$ cat src/rtl/apb_cmd_master.sv
// ---------------------------------------------------------------------------
// apb_cmd_master
//   Turns a simple valid/ready command stream into single APB transfers and
//   returns one response per command. Only one transfer is in flight at a
//   time: IDLE -> SETUP -> ACCESS -> RESP -> IDLE.
//
// Parameters
//   ADDR_WIDTH  APB address width
//   DATA_WIDTH  APB data width
//   TIMEOUT     max ACCESS cycles without PREADY before the transfer is
//               aborted; 0 disables the timeout
//
// Ports
//   PCLK, PRESETn             clock, asynchronous active-low reset
//   cmd_valid/cmd_ready       command handshake (cmd_ready high only in IDLE)
//   cmd_write/addr/wdata      command payload
//   rsp_valid/rsp_ready       response handshake
//   rsp_rdata/err/timeout     response payload (rdata is 0 for writes/aborts)
//   PSEL/PENABLE/PWRITE/
//   PADDR/PWDATA              APB requester outputs
//   PRDATA/PREADY/PSLVERR     APB completer inputs
// ---------------------------------------------------------------------------
module apb_cmd_master #(
  parameter int ADDR_WIDTH = 13,
  parameter int DATA_WIDTH = 32,
  parameter int TIMEOUT    = 255
) (
  input  logic                  PCLK,
  input  logic                  PRESETn,
  input  logic                  cmd_valid,
  output logic                  cmd_ready,
  input  logic                  cmd_write,
  input  logic [ADDR_WIDTH-1:0] cmd_addr,
  input  logic [DATA_WIDTH-1:0] cmd_wdata,
  output logic                  rsp_valid,
  input  logic                  rsp_ready,
  output logic [DATA_WIDTH-1:0] rsp_rdata,
  output logic                  rsp_err,
  output logic                  rsp_timeout,
  output logic                  PSEL,
  output logic                  PENABLE,
  output logic                  PWRITE,
  output logic [ADDR_WIDTH-1:0] PADDR,
  output logic [DATA_WIDTH-1:0] PWDATA,
  input  logic [DATA_WIDTH-1:0] PRDATA,
  input  logic                  PREADY,
  input  logic                  PSLVERR
);

  // A disabled timeout still gets a 1-bit counter so no zero-width vector
  // is ever declared.
  localparam int CNT_W = (TIMEOUT > 0) ? $clog2(TIMEOUT + 1) : 1;
  localparam logic [CNT_W-1:0] CNT_LIMIT = CNT_W'(TIMEOUT);

  typedef enum logic [1:0] {
    S_IDLE   = 2'd0,
    S_SETUP  = 2'd1,
    S_ACCESS = 2'd2,
    S_RESP   = 2'd3
  } state_t;

  state_t                  state_q, state_d;
  logic                    cmd_ready_q, cmd_ready_d;
  logic                    psel_q, psel_d;
  logic                    penable_q, penable_d;
  logic                    pwrite_q, pwrite_d;
  logic [ADDR_WIDTH-1:0]   paddr_q, paddr_d;
  logic [DATA_WIDTH-1:0]   pwdata_q, pwdata_d;
  logic                    rsp_valid_q, rsp_valid_d;
  logic [DATA_WIDTH-1:0]   rsp_rdata_q, rsp_rdata_d;
  logic                    rsp_err_q, rsp_err_d;
  logic                    rsp_timeout_q, rsp_timeout_d;
  logic [CNT_W-1:0]        cnt_q, cnt_d;
  logic [CNT_W-1:0]        cnt_inc;
  logic                    timeout_hit;

  always_ff @(posedge PCLK or negedge PRESETn) begin
    if (!PRESETn) begin
      state_q       <= S_IDLE;
      cmd_ready_q   <= 1'b1;
      psel_q        <= 1'b0;
      penable_q     <= 1'b0;
      pwrite_q      <= 1'b0;
      paddr_q       <= '0;
      pwdata_q      <= '0;
      rsp_valid_q   <= 1'b0;
      rsp_rdata_q   <= '0;
      rsp_err_q     <= 1'b0;
      rsp_timeout_q <= 1'b0;
      cnt_q         <= '0;
    end else begin
      state_q       <= state_d;
      cmd_ready_q   <= cmd_ready_d;
      psel_q        <= psel_d;
      penable_q     <= penable_d;
      pwrite_q      <= pwrite_d;
      paddr_q       <= paddr_d;
      pwdata_q      <= pwdata_d;
      rsp_valid_q   <= rsp_valid_d;
      rsp_rdata_q   <= rsp_rdata_d;
      rsp_err_q     <= rsp_err_d;
      rsp_timeout_q <= rsp_timeout_d;
      cnt_q         <= cnt_d;
    end
  end

  always_comb begin
    state_d       = state_q;
    psel_d        = psel_q;
    penable_d     = penable_q;
    pwrite_d      = pwrite_q;
    paddr_d       = paddr_q;
    pwdata_d      = pwdata_q;
    rsp_valid_d   = rsp_valid_q;
    rsp_rdata_d   = rsp_rdata_q;
    rsp_err_d     = rsp_err_q;
    rsp_timeout_d = rsp_timeout_q;
    cnt_d         = cnt_q;

    // Saturating increment; the abort fires on the edge the count would
    // reach TIMEOUT, so ACCESS never lasts longer than TIMEOUT cycles.
    cnt_inc     = (cnt_q == '1) ? cnt_q : cnt_q + CNT_W'(1);
    timeout_hit = (TIMEOUT != 0) && (cnt_inc == CNT_LIMIT);

    unique case (state_q)
      S_IDLE: begin
        if (cmd_valid) begin
          pwrite_d  = cmd_write;
          paddr_d   = cmd_addr;
          pwdata_d  = cmd_wdata;
          psel_d    = 1'b1;
          penable_d = 1'b0;
          state_d   = S_SETUP;
        end
      end
      S_SETUP: begin
        penable_d = 1'b1;
        cnt_d     = '0;
        state_d   = S_ACCESS;
      end
      S_ACCESS: begin
        // PREADY is checked first so a completion on the timeout edge wins.
        if (PREADY) begin
          psel_d        = 1'b0;
          penable_d     = 1'b0;
          rsp_rdata_d   = pwrite_q ? '0 : PRDATA;
          rsp_err_d     = PSLVERR;
          rsp_timeout_d = 1'b0;
          rsp_valid_d   = 1'b1;
          state_d       = S_RESP;
        end else begin
          cnt_d = cnt_inc;
          if (timeout_hit) begin
            psel_d        = 1'b0;
            penable_d     = 1'b0;
            rsp_rdata_d   = '0;
            rsp_err_d     = 1'b1;
            rsp_timeout_d = 1'b1;
            rsp_valid_d   = 1'b1;
            state_d       = S_RESP;
          end
        end
      end
      S_RESP: begin
        if (rsp_ready) begin
          rsp_valid_d = 1'b0;
          state_d     = S_IDLE;
        end
      end
      default: state_d = S_IDLE;
    endcase

    // cmd_ready is a flop that mirrors "next state is IDLE", so it never
    // depends combinationally on cmd_valid.
    cmd_ready_d = (state_d == S_IDLE);
  end

  assign cmd_ready   = cmd_ready_q;
  assign PSEL        = psel_q;
  assign PENABLE     = penable_q;
  assign PWRITE      = pwrite_q;
  assign PADDR       = paddr_q;
  assign PWDATA      = pwdata_q;
  assign rsp_valid   = rsp_valid_q;
  assign rsp_rdata   = rsp_rdata_q;
  assign rsp_err     = rsp_err_q;
  assign rsp_timeout = rsp_timeout_q;

endmodule

$ cat config.mk
export PLATFORM = sky130hd
export DESIGN_NAME = apb_cmd_master
export DESIGN_NICKNAME = d
export VERILOG_FILES = /design/src/rtl/apb_cmd_master.sv
export SDC_FILE = /design/constraint.sdc
export NUM_CORES = 1
export LEC_CHECK = 0
export BUFFER_PORTS_ARGS = -buffer_cell sky130_fd_sc_hd__buf_2
export CAP_MARGIN = 25
export CELL_PAD_IN_SITES_DETAIL_PLACEMENT = 0
export CELL_PAD_IN_SITES_GLOBAL_PLACEMENT = 1
export CORE_ASPECT_RATIO = 1.5
export CORE_MARGIN = 2
export CORE_UTILIZATION = 35
export CTS_BUF_LIST = sky130_fd_sc_hd__clkbuf_2 sky130_fd_sc_hd__clkbuf_4 sky130_fd_sc_hd__clkbuf_8
export DETAILED_ROUTE_END_ITERATION = 10
export PLACE_DENSITY = 0.79
export SETUP_SLACK_MARGIN = 0.02
export SYNTH_ARGS = -nofsm -noshare
export SYNTH_HDL_FRONTEND = slang
export SYNTH_SLANG_ARGS = --single-unit
$ cat constraint.sdc
create_clock -name PCLK -period 2.4 [get_ports PCLK]
set_input_delay 0.36 -clock PCLK [delete_from_list [all_inputs] [get_ports PCLK]]
set_output_delay 0.36 -clock PCLK [all_outputs]
set_load 0.05 [all_outputs]
==> flow_summary.json <==
{
  "run_status": "finished clean",
  "row_count": 48,
  "synth_async_sr_flop_share_pct": 100,
  "netlist_top_cells_area": "dfrtp_1, mux2_2, a31o_1",
  "placement.io_buffers": 167,
  "power_frac_seq_pct": 32.2,
  "ios": 168,
  "syn2layout_area_growth_pct": 30.0,
  "synthMostInstantiatedCell": "dfrtp_1",
  "clk_transition_reported_paths_ns": 0.09,
  "synthDominantCellAreaShare_pct": 57.2,
  "final_util_pct": 46.4,
  "post_detailed_route_via_to_cell_ratio": 5.06,
  "via_count_of_the_first_global_routing_pass": 3363,
  "critical_path_class": "reg -> reg",
  "netlist-cell-type-count": 46,
  "power_density_of_the_placed_cells_nw_per_um2": 1580,
  "power_report.internal_total_uw": 4020,
  "power_frac_comb_pct": 55.9,
  "cts_buffer_depth": 2,
  "drt_drc_violations_left": 0,
  "register_to_register_path_depth": 7,
  "number_of_diodes_added_for_antenna_fixing": 0,
  "min_period_over_period_pct": 94.0,
  "data_arrival_critical_path_ns": 2.50,
  "worstSetupStartpointType": "register",
  "cts.sink_count": 94,
  "mappedNetlistNets": 396,
  "place_congestion": 0.906,
  "slew_viol_final": 0,
  "share_clk_of_total_power_pct": 11.9,
  "drt_wirelength_um": 10500,
  "detailed_place_hpwl_um": 7600,
  "floorplan.die.height_um": 136,
  "p_sw_share_pct": 52.1,
  "layout-drive-gt1-share_pct": 53.5,
  "yosys_register_bits": 94,
  "grt_usage_pct": 17.2,
  "floorplan.die_area_um2": 12500,
  "register_area_um2": 2350,
  "synth.yosys.seq_area_share_pct": 57.8,
  "synth_area_leader_cell": "dfrtp_1",
  "synth_enable_flop_cells": 0,
  "clk_latency_ns": 0.37,
  "grt_first_pass_wirelength_um": 16900,
  "final_hold_viol_count": 0,
  "multi_input_area_um2": 1580,
  "cts.htree.levels": 3,
  "route.antenna.remaining_nets": 0,
  "setup_ws_ns": 0.144,
  "yosys_warnings": 0,
  "netlist_area_um2": 4070,
  "grt_start_max_net_pins": 54,
  "post-route-min-period_ns": 2.26,
  "whs_ns": 0.0272,
  "cts_repair_resize_count": 0,
  "nNetsFinal": 564,
  "wl_per_cell_um": 16.6,
  "critPathRequiredTime_ns": 2.65,
  "timing.critical_path.fanout_max": 35,
  "min_path_type": "in -> async",
  "cts_tree": "built",
  "number_of_failing_setup_endpoints_in_the_final_timing_report": 0,
  "synth.cells.most_frequent": "dfrtp_1, mux2_2, and3_1",
  "initial_core_util_pct": 35.7,
  "dr_total_vias": 3205,
  "net_sw_power_uw": 4360,
  "core_area_um2": 11400,
  "die_w_um": 92.1,
  "worstSetupEndpointType": "register",
  "cts_setup_buffers": 0,
  "cts-buffers-inserted": 9,
  "power_leakage_uw": 0.00273,
  "synth_flop_cell": "dfrtp_1",
  "dp_worst_setup_slack_ns": 0.167,
  "max-vdd-ir-drop_v": 0.000932,
  "synthCells": 311,
  "grt_antenna_before_repair": 0,
  "average_cell_area_after_synthesis_um2": 13.1,
  "fin_tns_setup_ns": 0,
  "root_buffer": "clkbuf_8",
  "rsz_0062_raised_after_global_routing": "false",
  "ctsHoldBuffers": 0,
  "headroom_to_the_max_slew_limit_pct": 54.6,
  "fmaxAchievable_mhz": 443,
  "tightestPinTransition_ns": 0.681,
  "drtPass1Iterations": 4,
  "max_cap_viol_count": 0,
  "clock-skew-final_ns": 0.0116,
  "detailedRoute.firstIterationViolations": 174,
  "n_fill_cell": 1097,
  "overflow": 0
}
worst paths after layout:
check	to	slack, ns	from
max reg2reg	PSEL	0.14	cnt_q[1]
min reg2reg	rsp_timeout	0.50	rsp_timeout
max in group asynchronous	PWDATA[29]	1.73	PRESETn
min in group PCLK	PADDR[4]	0.21	cmd_addr[4]
max	PSEL	0.14	cnt_q[1]
min	PADDR[2]	0.03	PRESETn
state kept, by name, summed over array words and instances, names as in the netlist:
signal,flops
PADDR,13
cnt_q,8
state_q,2
PENABLE,1
PWDATA,32
rsp_valid,1
rsp_rdata,32
cmd_ready,1
rsp_timeout,1
PWRITE,1
PSEL,1
rsp_err,1
final cells by class:
cell class                 count  area share (%)
timing repair buffer         181            18.3
tap                          150            3.55
multi-input combinational    190            29.9
sequential                    94            44.5
clock inverter                 4           0.591
clock buffer                  12            3.00
inverter                       3           0.213
per-layer routing:
| layer | vias to the layer above | GRT usage (%) | part of all wire, % |
|---|---|---|---|
| met4 | 0 | 8.29 | 3.0 |
| met2 | 105 | 29.3 | 54 |
| met5 | - | 0 | 0 |
| met1 | 1591 | 20.2 | 38 |
| li1 | 1485 | - | - |
| met3 | 24 | 4.60 | 5.5 |
power by group through the flow:
stage	Combinational, uW	Sequential (uW)	Clock, uW
2_1_floorplan	1090	5120	0
3_3_place_gp	4660	2700	0
3_5_place_dp	4720	2720	0
4_1_cts	4730	2700	1040
5_1_grt	4910	2790	1110
6_report	4690	2700	996
cells in the final DEF, fill, tap and decap left out, types with 4 or more instances in the layout:
cell / n
mux2_2: 46
a31o_1: 28
and3_1: 35
nand4_1: 4
o21ai_0: 8
clkbuf_8: 11
buf_4: 13
a31o_2: 5
buf_2: 166
a21oi_1: 4
nand2_1: 8
nor2_1: 8
dfrtp_1: 93
worst max-delay path, stage by stage (launching register included):
cell and delay [ns]:
dfrtp_1 0.36, ha_1 0.31, and2_4 0.24, nand3_4 0.12
a2111oi_4 0.46, o2111ai_4 0.19, buf_12 0.21, a31o_2 0.24
stage by stage:
step	instances	area [um2]	total power, uW
after floorplan	311	4080	6210
after global placement	618	5100	7370
after detailed placement	618	5100	7450
after CTS	634	5290	8470
after global routing	634	5290	8810
final	634	5290	8380
cells by family (layout without fill, tap and decap cells):
kind of cell / Yosys count / count (layout) / synth area share (%)
flops: 94 / 94 / 57.8
simple gates: 74 / 74 / 10.8
compound gates: 66 / 66 / 14.0
mux: 48 / 48 / 13.2
buf+inv: 27 / 200 / 3.60
fa+ha+maj: 1 / 1 / 0.307
xor+xnor: 1 / 1 / 0.215
No activity file was read; power rests on OpenSTA's default activity.
